--- config.mk ---
export PLATFORM = sky130hd
export DESIGN_NAME = micro_sequencer
export DESIGN_NICKNAME = d
export VERILOG_FILES = /design/src/rtl/micro_seq_pkg.sv /design/src/rtl/micro_stack.sv /design/src/rtl/micro_sequencer.sv
export SDC_FILE = /design/constraint.sdc
export NUM_CORES = 1
export LEC_CHECK = 0
export CORE_ASPECT_RATIO = 0.5
export CORE_MARGIN = 2
export CORE_UTILIZATION = 40
export DETAILED_ROUTE_END_ITERATION = 16
export GPL_TIMING_DRIVEN = 0
export PLACE_DENSITY = 0.62
export SLEW_MARGIN = 20
export SYNTH_ARGS = -nofsm -noshare
export SYNTH_HDL_FRONTEND = slang
export SYNTH_SLANG_ARGS = --single-unit
--- constraint.sdc ---
create_clock -name clock -period 3.2 [get_ports clock]
set_clock_uncertainty 0.05 [all_clocks]
set_input_delay 0.64 -clock clock [delete_from_list [all_inputs] [get_ports clock]]
set_output_delay 0.64 -clock clock [all_outputs]
set_load 0.02 [all_outputs]
--- src/rtl/micro_seq_pkg.sv ---
// rtl/micro_seq_pkg.sv - shared source-select codes and width helper for the microprogram sequencer
package micro_seq_pkg;

  localparam logic [1:0] SEL_PC  = 2'b00;
  localparam logic [1:0] SEL_AR  = 2'b01;
  localparam logic [1:0] SEL_STK = 2'b10;
  localparam logic [1:0] SEL_DIN = 2'b11;

  // Bits needed to hold values 0..n-1; callers pass DEPTH+1 to cover a full stack.
  function automatic int clog2(input int n);
    int r;
    int v;
    r = 0;
    v = n - 1;
    while (v > 0) begin
      r = r + 1;
      v = v >> 1;
    end
    return (r == 0) ? 1 : r;
  endfunction

endpackage

--- src/rtl/micro_stack.sv ---
// rtl/micro_stack.sv - LIFO return-address stack with occupancy flags and sticky overflow/underflow error
module micro_stack
  import micro_seq_pkg::*;
#(
  parameter int WIDTH = 12,
  parameter int DEPTH = 4
) (
  input  logic             clock,
  input  logic             reset,
  input  logic [WIDTH-1:0] wdata,
  input  logic             op_en,
  input  logic             op_push,
  input  logic             clr,
  output logic [WIDTH-1:0] top,
  output logic             full,
  output logic             empty,
  output logic             err
);

  localparam int CW = clog2(DEPTH + 1);

  logic [CW-1:0]    count_q, count_d;
  logic             err_q, err_d;
  logic [WIDTH-1:0] mem_q [DEPTH];
  logic [WIDTH-1:0] mem_d [DEPTH];

  assign full  = (count_q == CW'(DEPTH));
  assign empty = (count_q == '0);
  assign err   = err_q;

  // Top of stack is entry count-1; an empty stack reads as zero.
  always_comb begin
    top = '0;
    for (int i = 0; i < DEPTH; i++) begin
      if (count_q == CW'(i + 1)) top = mem_q[i];
    end
  end

  always_comb begin
    count_d = count_q;
    err_d   = err_q;
    mem_d   = mem_q;
    if (clr) begin
      count_d = '0;
      err_d   = 1'b0;
    end else if (op_en) begin
      if (op_push) begin
        if (full) begin
          err_d = 1'b1;
        end else begin
          for (int i = 0; i < DEPTH; i++) begin
            if (count_q == CW'(i)) mem_d[i] = wdata;
          end
          count_d = count_q + 1'b1;
        end
      end else if (empty) begin
        err_d = 1'b1;
      end else begin
        count_d = count_q - 1'b1;
      end
    end
  end

  always_ff @(posedge clock or posedge reset) begin
    if (reset) begin
      count_q <= '0;
      err_q   <= 1'b0;
      for (int i = 0; i < DEPTH; i++) mem_q[i] <= '0;
    end else begin
      count_q <= count_d;
      err_q   <= err_d;
      for (int i = 0; i < DEPTH; i++) mem_q[i] <= mem_d[i];
    end
  end

endmodule

--- src/rtl/micro_sequencer.sv ---
// rtl/micro_sequencer.sv - next-microaddress selection with uPC, loop-counting AR and subroutine stack
module micro_sequencer
  import micro_seq_pkg::*;
#(
  parameter int WIDTH       = 12,
  parameter int STACK_DEPTH = 4
) (
  input  logic             clock,
  input  logic             reset,
  input  logic [WIDTH-1:0] din,
  input  logic [1:0]       sel,
  input  logic             zero_n,
  input  logic             cin,
  input  logic             re_n,
  input  logic             dec,
  input  logic             fe_n,
  input  logic             pup,
  input  logic             stack_clr,
  output logic [WIDTH-1:0] yout,
  output logic             cout,
  output logic             ar_zero,
  output logic             full,
  output logic             empty,
  output logic             stack_err
);

  logic [WIDTH-1:0] pc_q, pc_d;
  logic [WIDTH-1:0] ar_q, ar_d;
  logic [WIDTH-1:0] stk_top;
  logic [WIDTH-1:0] mux_y;

  micro_stack #(
    .WIDTH (WIDTH),
    .DEPTH (STACK_DEPTH)
  ) u_stack (
    .clock   (clock),
    .reset   (reset),
    .wdata   (pc_q),
    .op_en   (~fe_n),
    .op_push (pup),
    .clr     (stack_clr),
    .top     (stk_top),
    .full    (full),
    .empty   (empty),
    .err     (stack_err)
  );

  always_comb begin
    mux_y = '0;
    case (sel)
      SEL_PC:  mux_y = pc_q;
      SEL_AR:  mux_y = ar_q;
      SEL_STK: mux_y = stk_top;
      SEL_DIN: mux_y = din;
      default: mux_y = '0;
    endcase
  end

  assign yout    = zero_n ? mux_y : '0;
  assign cout    = cin & (&yout);
  assign ar_zero = (ar_q == '0);

  // uPC follows the selected address, so jumps and returns continue from their target.
  always_comb begin
    pc_d = yout + WIDTH'(cin);
    ar_d = ar_q;
    if (!re_n) begin
      ar_d = din;
    end else if (dec && !ar_zero) begin
      ar_d = ar_q - 1'b1;
    end
  end

  always_ff @(posedge clock or posedge reset) begin
    if (reset) begin
      pc_q <= '0;
      ar_q <= '0;
    end else begin
      pc_q <= pc_d;
      ar_q <= ar_d;
    end
  end

endmodule

==> out/summary.md <==
The clock network latency to the later pin of the worst-skew pair was 330 ps. When the netlist entered floorplanning its net count stood at 410. Worst slew slack as a fraction of its limit: 43.16%.

The global-route congestion overflow total is 0, and the critical-path maximum fanout is 5. The tools report the critical path arrival as 2730 ps. The analysis attributes to net switching a power of 955.1 uW. The largest individual stage delay along the critical path comes from the cell dfrtp_1. Entering global routing, the biggest net connects 45 pins. The total iterations of the first detailed-routing run was 4; the delay contributed by the slowest stage of the critical path was 440 ps. The tools report the max-slew violation total from the final report as 0. For this design, the sink count on the clock tree is 76.

The worst-case IR drop observed on VDD is 0.3242 mV. The number of cells on the worst reg-to-reg path is 14. The die outline area is 11480 um2, and the post-route cell area is 5801 um2. Number of top-level pins: 40. The post-layout worst setup margin was -221.6 ps; the number of buffers added by the clock tree synthesis step was 9. The final critical-path required period came out at 3422 ps. The final number of hold-violating endpoints came out at 0.

The placed cell area is 4837 um2. Dividing total power by cell area gives a power density of 541.7 nW/um2. Launching point of the worst reg2reg path: u_stack.count_q[1]. Across every metal layer, demand over resource in global routing totals 20.72%. Most common cell after layout, fill and taps aside: dfrtp_1. The run gives 10250 um2 as the standard cell core area.

The worst register-to-register path has a setup slack of 170 ps. The die width came out at 149.5 um. Critical path start-end classification: reg2out.

Walking the worst path, the cells encountered are ha_2, ha_4, a21bo_4, clkbuf_16, o221ai_4, o221ai_2, o211ai_1, nor4_4, nand3_1, nor2_2, buf_6. The final antenna-violating net count was 0. The first global-routing pass estimated 18180 um of wire.

Dividing the detail-routed via count by the number of cells gives 5.290. Setup repair after global routing could not meet its margin everywhere. The setup TNS is -321.1 ps. By area the synthesized netlist is led by dfrtp_1 45%, mux2_2 13%, xnor2_1 3.5%, o221ai_1 2.7%, ha_1 2.7%. The flow ran to the end, but the final reports show violations. In this run the critical register-to-register path is captured at pc_q[8]. Of the synthesized area, sequential elements account for 44.89%. Derived from the worst setup path, the maximum achievable clock frequency is 0.2923 GHz. The origin of the worst min-delay path was u_stack.err. The vias after detailed routing was 3206; the switching fraction of total power was 30.40%. The final reports fail on negative setup slack. The setup violation total in the final timing report was 2. Count of unique library cells instantiated by Yosys: 52.

Type of the tightest min-delay check: reg2reg. Nature of the critical path startpoint: a register. The logs give 0.7995 for the placer's final routability congestion estimate and 11460 um for the detailed-route wire length.

For this run, the leading register cell type out of synthesis is dfrtp_1. The logs give 7564 um for the HPWL after detailed placement and 4237 um2 for the total standard cell area after synthesis. The initial utilization of the core area, before any placement, comes to 41.34%. The initial antenna violation count is 0, and the slew at the pin with the worst max-slew slack is 844.8 ps.

The number of design-rule violations left by the first detailed-router iteration was 161. The level count of the clock H-tree was 3; the cell-internal power was 2187 uW. Vertical extent of the die: 76.77 um. The register bit total from synthesis is 76, and the count of maximum capacitance violations is 0.

The fraction of final layout cells with drive strength greater than 1 is 41.20%, and the worst hold slack across all endpoints is 447.0 ps. The critical path data required time was 2510 ps. The repair_antennas step left the layout with diodes totalling 0.

STA classifies the critical path endpoint as an output pin. For this run, asynchronously set or reset flops after synthesis account for 100.0%. The synthesized instance count came out at 378. The maximum buffer depth of the clock tree was 2. TritonCTS built the clock tree. Number of global-route vias before repair: 3302. The share of total power dissipated in the clock network is 32.9%. The synthesis-to-finish area growth is 36.92%. For hold timing, the worst endpoint is u_stack.err. Hold path depth: 2. The residual DRC count came out at 0. Total number of nets in the final design: 493.

The cell leakage power was 0.002489 uW. Dominant cell type by area after synthesis: dfrtp_1. The tools report the proportion of power drawn by flip-flops and latches as 40.6%. The library cells used most frequently in the layout, excluding fill and tap cells, are 75 x dfrtp_1, 50 x mux2_2, 31 x buf_4, 27 x nor2_1, 22 x clkdlybuf4s50_1. In this run the mean area of a mapped cell was 11.21 um2. For the number of warnings reported in the yosys synthesis log, the log shows 0. The tree is rooted in a clkbuf_16. Clock-pin slew was measured on the worst setup and hold paths at 60 ps. Input and output buffers added on the ports amount to 38. After floorplanning, the core was divided into 26 placement rows. The ratio of final minimum period to clock period is 106.9%, and the fraction of synthesized cell area taken by the top area cell type is 44.89%. Counting flops with a built-in enable in the synthesized netlist gives 0.

After detailed routing, the average wire length per cell comes to 18.91 um. The combinational power share came out at 26.5%.
## area by class of cell
cell class / instances / area [um2]
fillers: 862 / 4447
multi-input cells: 264 / 2460
flip-flops and latches: 76 / 1903
repair buffers: 73 / 670.6
clock buffers: 10 / 239.0
plain buffers: 20 / 220.2
well taps: 140 / 175.2
inverters: 17 / 68.82
clock inverters: 6 / 63.81
## repair_timing
item                                   CTS  global route
setup endpoints to repair               15            16
endpoints found under the hold margin    0             0
pin swaps                               26            11
setup buffers                           22             8
hold buffers                             0             0
cloned                                   3             1
gates resized for setup                105            31
## synth_stat cells (all sizes together), types with 2 or more instances
cell and count:
and2b 3, nand2 23, clkbuf 12, xnor2 17, a21oi 18, xor2 6, a221oi 13, mux2 50
nand3 7, inv 17, o221ai 13, nand4 2, or3 5, ha 9, dfrtp 76, o211ai 3
nor4 6, o221a 3, nand3b 4, or2b 2, or2 3, and2 2, buf 8, nor2 30
nor3 7, o21ai 17, a31oi 5, nor2b 7
## critical path, delay by kind of cell, from the launching register on
| kind | cells | cell delay, ps |
|---|---|---|
| AOI/OAI and AO/OA | 4 | 690 |
| adders and majority gates | 2 | 400 |
| buffers and inverters | 2 | 270 |
| DFF | 1 | 440 |
| and+or+nand+nor | 3 | 590 |
## worst max-delay path by stage
stage                 to  slack (ps)  cells past startpoint          startpoint
floorplan           cout          60                     11  u_stack.count_q[1]
global placement    cout        -930                     11              sel[1]
detailed placement  cout        -980                     11              sel[1]
CTS                 cout        -170                     11  u_stack.count_q[0]
global route        cout        -360                     11  u_stack.count_q[1]
finish              cout        -220                     11  u_stack.count_q[1]
## power by group through the flow
stage          Sequential, uW  Combinational [uW]  Clock (uW)
2_1_floorplan            1220                 443           0
3_3_place_gp             1250                 606           0
3_5_place_dp             1260                 620           0
4_1_cts                  1270                 767        1050
5_1_grt                  1300                 899        1090
6_report                 1280                 833        1030
## flip-flops by register name (all words and copies together) (netlist names)
signal and count:
ar_q 12, u_stack.count_q 3, pc_q 12, u_stack.err 1, u_stack.mem_q 48
## routing by layer
metal / global-route usage [%] / vias up / part of all wire [%]
li1: - / 1533 / -
met2: 30.60 / 73 / 44
met4: 4.286 / 0 / 0.65
met3: 5.298 / 6 / 6.2
met1: 30.59 / 1594 / 49
met5: 0 / - / 0
## per-stage QoR
stage                     instances  power (uW)  setup WS (ps)  utilization [%]
after global routing            606        3288         -356.9            56.61
after detailed placement        557        1877         -980.8            47.20
after CTS                       597        3081         -169.4            54.98
final                           606        3142         -221.6            56.61
after global placement          556        1856         -934.5            46.91
after floorplan                 378        1663          60.36                -
## kinds of logic (layout without fill, tap and decap cells)
| logic type | Yosys count | after routing | synth area share, % |
|---|---|---|---|
| and+or+nand+nor | 104 | 104 | 14.15 |
| xor gates and xnor gates | 23 | 23 | 4.755 |
| DFF | 76 | 76 | 44.89 |
| AOI/OAI and AO/OA | 78 | 78 | 14.56 |
| muxes | 50 | 50 | 13.29 |
| adders and majority gates | 9 | 9 | 2.658 |
| buffers and inverters | 38 | 126 | 5.700 |
Note: power is estimated with default switching activity, not from simulation.
